--- src/rtl/qr_pkg.sv ---
// qr_pkg: shared definitions for the QR sequencing block and the whitening
// datapath.
//   qr_state_t      - sequencer state encoding (also exposed on dbg_state)
//   QR_N_DEFAULT    - default matrix dimension
//   QR_ITER_DEFAULT - default number of sweeps per request
//   addr_w(n)       - address width for an n x n row-major matrix
//   row_w(n)        - width of a row index for an n x n matrix
package qr_pkg;

   localparam int QR_N_DEFAULT    = 4;
   localparam int QR_ITER_DEFAULT = 16;

   typedef enum logic [2:0] {
      ST_IDLE  = 3'd0,
      ST_LOAD  = 3'd1,
      ST_ROT   = 3'd2,
      ST_APPLY = 3'd3,
      ST_DONE  = 3'd4
   } qr_state_t;

   function automatic int addr_w(input int n);
      return (n * n > 1) ? $clog2(n * n) : 1;
   endfunction

   function automatic int row_w(input int n);
      return (n > 1) ? $clog2(n) : 1;
   endfunction

endpackage

--- src/rtl/qr_pair_gen.sv ---
// qr_pair_gen: walks the Givens rotation row pairs of one sweep.
// Order is q = 1..N-1 (outer), p = 0..q-1 (inner), so the sequence starts
// at (0,1) and ends at (N-2,N-1).
//   clk, rst - clock, asynchronous active-high reset
//   clear    - return to the first pair (0,1); wins over advance
//   advance  - step to the next pair
//   p, q     - current pair, p < q
//   last     - current pair is the final pair of the sweep
module qr_pair_gen #(
   parameter int N  = 4,
   parameter int PW = 2
) (
   input  logic          clk,
   input  logic          rst,
   input  logic          clear,
   input  logic          advance,
   output logic [PW-1:0] p,
   output logic [PW-1:0] q,
   output logic          last
);

   localparam logic [PW-1:0] P_LAST = PW'(N - 2);
   localparam logic [PW-1:0] Q_LAST = PW'(N - 1);

   always_ff @(posedge clk or posedge rst) begin
      if (rst) begin
         p <= '0;
         q <= PW'(1);
      end else if (clear) begin
         p <= '0;
         q <= PW'(1);
      end else if (advance) begin
         // Inner index exhausted: move to the next column q, restart p at 0.
         if (p == q - PW'(1)) begin
            p <= '0;
            q <= q + PW'(1);
         end else begin
            p <= p + PW'(1);
         end
      end
   end

   assign last = (p == P_LAST) && (q == Q_LAST);

endmodule

--- src/rtl/qr_sequencer.sv ---
// qr_sequencer: control-only responder for the GO_QR / QR_busy handshake.
// Runs ITER Givens sweeps over an N x N matrix: loads the matrix (read
// enables), then for every row pair requests a rotation and writes back the
// two rotated rows.
//
// Handshake: GO_QR is a level request held high for the whole run; dropping
// it in LOAD/ROT/APPLY aborts to IDLE. QR_busy covers the run, QR_done
// pulses for one cycle when it ends, and a still-high GO_QR does not start
// another run until it has been released. GO_rot is held high every ROT
// cycle; the cycle in which ROT_done is seen high ends the rotation.
//
// Ports:
//   CLK_QR, RST_QR  - clock, asynchronous active-high reset
//   GO_QR           - run request (level)
//   QR_busy/QR_done - run status / completion pulse
//   En_rd, En_wr    - matrix memory read / write enables
//   ADDR            - matrix memory address, row*N+col
//   PAIR_p, PAIR_q  - current rotation pair
//   GO_rot/ROT_done - rotation unit request / completion
//   ITER_cnt        - current sweep index
//   dbg_state       - current FSM state
//
// Outputs decode only registered state and counters, so none of them has a
// combinational path from an input, and reset clears them without a clock.
module qr_sequencer
   import qr_pkg::*;
#(
   parameter int N    = QR_N_DEFAULT,
   parameter int ITER = QR_ITER_DEFAULT,
   parameter int AW   = addr_w(N),
   parameter int PW   = row_w(N)
) (
   input  logic          CLK_QR,
   input  logic          RST_QR,
   input  logic          GO_QR,
   output logic          QR_busy,
   output logic          QR_done,
   output logic          En_rd,
   output logic          En_wr,
   output logic [AW-1:0] ADDR,
   output logic [PW-1:0] PAIR_p,
   output logic [PW-1:0] PAIR_q,
   output logic          GO_rot,
   input  logic          ROT_done,
   output logic [7:0]    ITER_cnt,
   output logic [2:0]    dbg_state
);

   localparam logic [AW-1:0] LOAD_LAST  = AW'(N * N - 1);
   localparam logic [AW-1:0] APPLY_LAST = AW'(2 * N - 1);
   localparam logic [AW-1:0] N_AW       = AW'(N);
   localparam logic [7:0]    ITER_LAST  = 8'(ITER - 1);

   qr_state_t     state, state_n;
   logic [AW-1:0] cnt;
   logic [7:0]    iter;
   logic          done_seen;

   logic cnt_clr, cnt_inc, iter_clr, iter_inc, pair_clr, pair_adv;
   logic [PW-1:0] p, q;
   logic          pair_last;
   logic [PW-1:0] row;
   logic [AW-1:0] col;

   qr_pair_gen #(.N(N), .PW(PW)) u_pair_gen (
      .clk     (CLK_QR),
      .rst     (RST_QR),
      .clear   (pair_clr),
      .advance (pair_adv),
      .p       (p),
      .q       (q),
      .last    (pair_last)
   );

   // State register and counters.
   always_ff @(posedge CLK_QR or posedge RST_QR) begin
      if (RST_QR) begin
         state     <= ST_IDLE;
         cnt       <= '0;
         iter      <= '0;
         done_seen <= 1'b0;
      end else begin
         state <= state_n;
         if (cnt_clr)      cnt <= '0;
         else if (cnt_inc) cnt <= cnt + AW'(1);
         if (iter_clr)      iter <= '0;
         else if (iter_inc) iter <= iter + 8'd1;
         // Marks that the first DONE cycle has passed.
         done_seen <= (state == ST_DONE);
      end
   end

   // Next-state and counter control.
   always_comb begin
      state_n  = state;
      cnt_clr  = 1'b0;
      cnt_inc  = 1'b0;
      iter_clr = 1'b0;
      iter_inc = 1'b0;
      pair_clr = 1'b0;
      pair_adv = 1'b0;
      case (state)
         ST_IDLE: begin
            cnt_clr  = 1'b1;
            iter_clr = 1'b1;
            pair_clr = 1'b1;
            if (GO_QR) state_n = ST_LOAD;
         end
         ST_LOAD, ST_ROT, ST_APPLY: begin
            if (!GO_QR) begin
               state_n  = ST_IDLE;
               cnt_clr  = 1'b1;
               iter_clr = 1'b1;
               pair_clr = 1'b1;
            end else if (state == ST_LOAD) begin
               if (cnt == LOAD_LAST) begin
                  state_n = ST_ROT;
                  cnt_clr = 1'b1;
               end else begin
                  cnt_inc = 1'b1;
               end
            end else if (state == ST_ROT) begin
               if (ROT_done) begin
                  state_n = ST_APPLY;
                  cnt_clr = 1'b1;
               end
            end else if (cnt == APPLY_LAST) begin
               cnt_clr = 1'b1;
               if (!pair_last) begin
                  state_n  = ST_ROT;
                  pair_adv = 1'b1;
               end else if (iter < ITER_LAST) begin
                  state_n  = ST_LOAD;
                  iter_inc = 1'b1;
                  pair_clr = 1'b1;
               end else begin
                  state_n  = ST_DONE;
                  iter_clr = 1'b1;
                  pair_clr = 1'b1;
               end
            end else begin
               cnt_inc = 1'b1;
            end
         end
         ST_DONE: begin
            if (!GO_QR) state_n = ST_IDLE;
         end
         default: state_n = ST_IDLE;
      endcase
   end

   // APPLY writes row p for the first N cycles, then row q.
   always_comb begin
      if (cnt < N_AW) begin
         row = p;
         col = cnt;
      end else begin
         row = q;
         col = cnt - N_AW;
      end
   end

   // Output decode from registered state.
   always_comb begin
      QR_busy   = 1'b0;
      QR_done   = 1'b0;
      En_rd     = 1'b0;
      En_wr     = 1'b0;
      ADDR      = '0;
      PAIR_p    = '0;
      PAIR_q    = '0;
      GO_rot    = 1'b0;
      ITER_cnt  = '0;
      dbg_state = state;
      case (state)
         ST_LOAD: begin
            QR_busy  = 1'b1;
            En_rd    = 1'b1;
            ADDR     = cnt;
            ITER_cnt = iter;
         end
         ST_ROT: begin
            QR_busy  = 1'b1;
            GO_rot   = 1'b1;
            PAIR_p   = p;
            PAIR_q   = q;
            ITER_cnt = iter;
         end
         ST_APPLY: begin
            QR_busy  = 1'b1;
            En_wr    = 1'b1;
            ADDR     = AW'(row) * N_AW + col;
            PAIR_p   = p;
            PAIR_q   = q;
            ITER_cnt = iter;
         end
         ST_DONE: begin
            QR_done = !done_seen;
         end
         default: ;
      endcase
   end

endmodule

--- config.mk ---
export PLATFORM = sky130hd
export DESIGN_NAME = qr_sequencer
export DESIGN_NICKNAME = d
export VERILOG_FILES = /design/src/rtl/qr_pkg.sv /design/src/rtl/qr_pair_gen.sv /design/src/rtl/qr_sequencer.sv
export SDC_FILE = /design/constraint.sdc
export NUM_CORES = 1
export LEC_CHECK = 0
export CORE_UTILIZATION = 43
export CTS_CLUSTER_DIAMETER = 100
export DETAILED_ROUTE_END_ITERATION = 12
export GPL_ROUTABILITY_DRIVEN = 0
export PLACE_DENSITY = 0.67
export SLEW_MARGIN = 0
export SYNTH_ARGS = -nofsm -noshare
export SYNTH_HDL_FRONTEND = slang
export SYNTH_SLANG_ARGS = --single-unit
--- constraint.sdc ---
create_clock -name CLK_QR -period 3.65 [get_ports CLK_QR]
set_clock_uncertainty 0.2 [all_clocks]
set_input_delay 0.5475 -clock CLK_QR [delete_from_list [all_inputs] [get_ports CLK_QR]]
set_output_delay 0.5475 -clock CLK_QR [all_outputs]
set_load 0.02 [all_outputs]
==> results by group <==
Floorplan
  – # rows: 20
  – CORE AREA: 3100 µm²
  – Die height: 59.6 µm
  – Die area: 3550 µm²
  – Io pins: 28
  – Die width: 59.6 µm
  – Effective utilization at floorplan: 46.0%

Setup path
  – Top delay family on crit path: buffers and inverters
  – Crit path max fanout: 13
  – CP bufs+invs: 1
  – CP cell instances: o21ai_0 > o31ai_1 > ha_1 > xnor2_1 > xnor2_1 > a311oi_1 > clkdlybuf4s50_1
  – CP Launch Type: flip-flop
  – WS Path Type: flip-flop to output pin
  – CP arrival: 2680 ps
  – Req. time, crit path: 2900 ps
  – Critical path's slowest cell: clkdlybuf4s50_1
  – Top cell by count, worst path: xnor2_1
  – Slowest stage delay, CP: 660 ps
  – Setup crit end kind: output pin

Run
  – Max-cap violations: 0

STA
  – Setup_tns: 0 ps
  – Final period util: 93.9%
  – Worst slew pin tran: 970 ps
  – Hold slack: 337 ps
  – Fmax achieved: 292 MHz
  – Final setup violation count: 0
  – Max-slew headroom: 35.2%
  – Unrepaired setup endpoints after global routing: false
  – Final hold violations: 0
  – Fin. max-slew vios: 0
  – Final min period: 3430 ps

Synth
  – Top FF cell, synth: dfrtp_1
  – Synthesized cell area: 1430 µm²
  – Post-synth EDFFs: 0
  – Ys async rst share: 100%
  – FF+latch count, synth: 20
  – Top cells by count, synth: and2_1, dfrtp_1, nor2b_1
  – Post-synthesis sequential area ratio: 35.2%
  – Yosys warns: 0
  – Top cell type by total area after synthesis: dfrtp_1
  – Synth cell types: 48
  – Mapped Cells: 162
  – Synth top area cells: dfrtp_1, and2_1, nor2b_1, ha_1, xnor2_1
  – Syn Nets: 171
  – Syn Area/Cell: 8.80 µm²
  – Synth top area share: 33.3%

Final layout
  – Layout area overhead: 22.8%
  – # diodes: 0
  – Utilization after layout: 56.5%
  – Total Nets Final: 196
  – Share of cells above drive strength 1: 5.38%
  – Fin cells: 230
  – # fillers: 306

Clocking
  – Worst-path clk slew: 120 ps
  – Maximum root-to-sink buffer count: 2
  – H-tree depth: 1
  – Clk root buf: clkbuf_4
  – Post-cts resize count: 0
  – Post-CTS setup buffer count: 0
  – CTS buffer count: 3
  – CTS tree: yes
  – Worst skew pair latency: 300 ps
  – Cts hold-fix bufs: 0
  – CTS sink count: 20

Global routing
  – Largest net degree at the start of global routing: 21
  – First-pass GRT wire length: 5310 µm
  – Via count of the first global-routing pass: 1189
  – Global route overflow: 0
  – Initial antenna violation count: 0
  – Gr usage total: 19.4%

Detailed routing
  – 1st-iter DRT viols: 65
  – Via density: 5.43
  – Total Wirelength: 3090 µm
  – Total number of vias: 1249
  – Final routed DRC violation total: 0
  – Post-DR wirelength/cell: 13.4 µm
  – Routed Antenna Nets: 0
  – Pre-antenna DRT Iters: 4

Pwr
  – Power per cell area: 386 nW/µm²
  – Highest ir drop seen on vdd: 155 µV
  – Static leakage: 0.680 nW

Placement
  – I/O Buffers: 27
  – DP Wirelength: 2270 µm
  – Placed Instances: 226

Run status
  – Status: finished clean

Min path
  – Worst hold path class: flip-flop to flip-flop
-- metrics by stage --
stage / power (W) / worst slack [ps] / instance area (µm²)
floorplan: 0.000462 / 932 / 1430
global placement: 0.000567 / 687 / 1730
detailed placement: 0.000571 / 613 / 1730
CTS: 0.000681 / 233 / 1750
global route: 0.000723 / 53.3 / 1750
finish: 0.000677 / 222 / 1750
-- where the power goes --
| part | switching (W) | internal (W) |
|---|---|---|
| Combinational | 0.000178 | 0.000130 |
| Sequential | 0.0000247 | 0.000232 |
| Clock | 0.0000692 | 0.0000425 |
| Total | 0.000272 | 0.000405 |
-- layout make-up --
cell class	instances	area, µm²	area share (%)
clock buffers	4	26.3	1.50
inverters	5	18.8	1.07
multi-input cells	129	872	49.8
flip-flops and latches	20	502	28.6
well taps	44	55.1	3.14
repair buffers	28	278	15.9
-- logic make-up after synthesis --
family / Yosys count / synth area share [%]
and+or+nand+nor: 79 / 33.8
muxes: 3 / 2.19
adders and majority gates: 5 / 4.39
xor gates and xnor gates: 10 / 6.14
buffers and inverters: 13 / 3.68
DFF: 20 / 35.2
AOI/OAI and AO/OA: 32 / 14.7
-- flip-flops by register name, summed over array words and instances (netlist names) --
signal	count
dbg_state	3
u_pair_gen.q	2
cnt	4
iter	8
done_seen	1
u_pair_gen.p	2
-- layer usage --
metal | GRT usage, % | share of wire, % | wire [µm]
met4 | 5.98 | 0.94 | 29
met1 | 26.5 | 48 | 1480
met3 | 2.18 | 3.5 | 109
met2 | 32.3 | 48 | 1470
met5 | 0 | 0 | 0
-- cell usage in the layout (no fill, tap or decap), types with 3 or more instances in the layout --
cell             count
clkdlybuf4s50_1     27
nor2b_1             13
ha_1                 5
dfrtp_1             19
xor2_1               3
a21oi_1              9
or4_1                3
nor2_1               8
o31ai_1              3
inv_1                5
nand3_1              5
xnor2_1              7
o21ai_0              6
or3_1                4
clkbuf_4             3
and2_1              19
nand2_1             10
-- worst paths after layout --
kind                       slack, ps            start  cells past startpoint  endpoint
max reg2reg                     1210  u_pair_gen.q[0]                      5   iter[0]
min in group asynchronous        490           RST_QR                      2   iter[6]
min reg2reg                      340          iter[7]                      1   iter[7]
max in group asynchronous       2260           RST_QR                      2   iter[5]
max                              220           cnt[2]                      7   ADDR[3]
min                              340          iter[7]                      1   iter[7]
(Power assumes the default switching activity.)
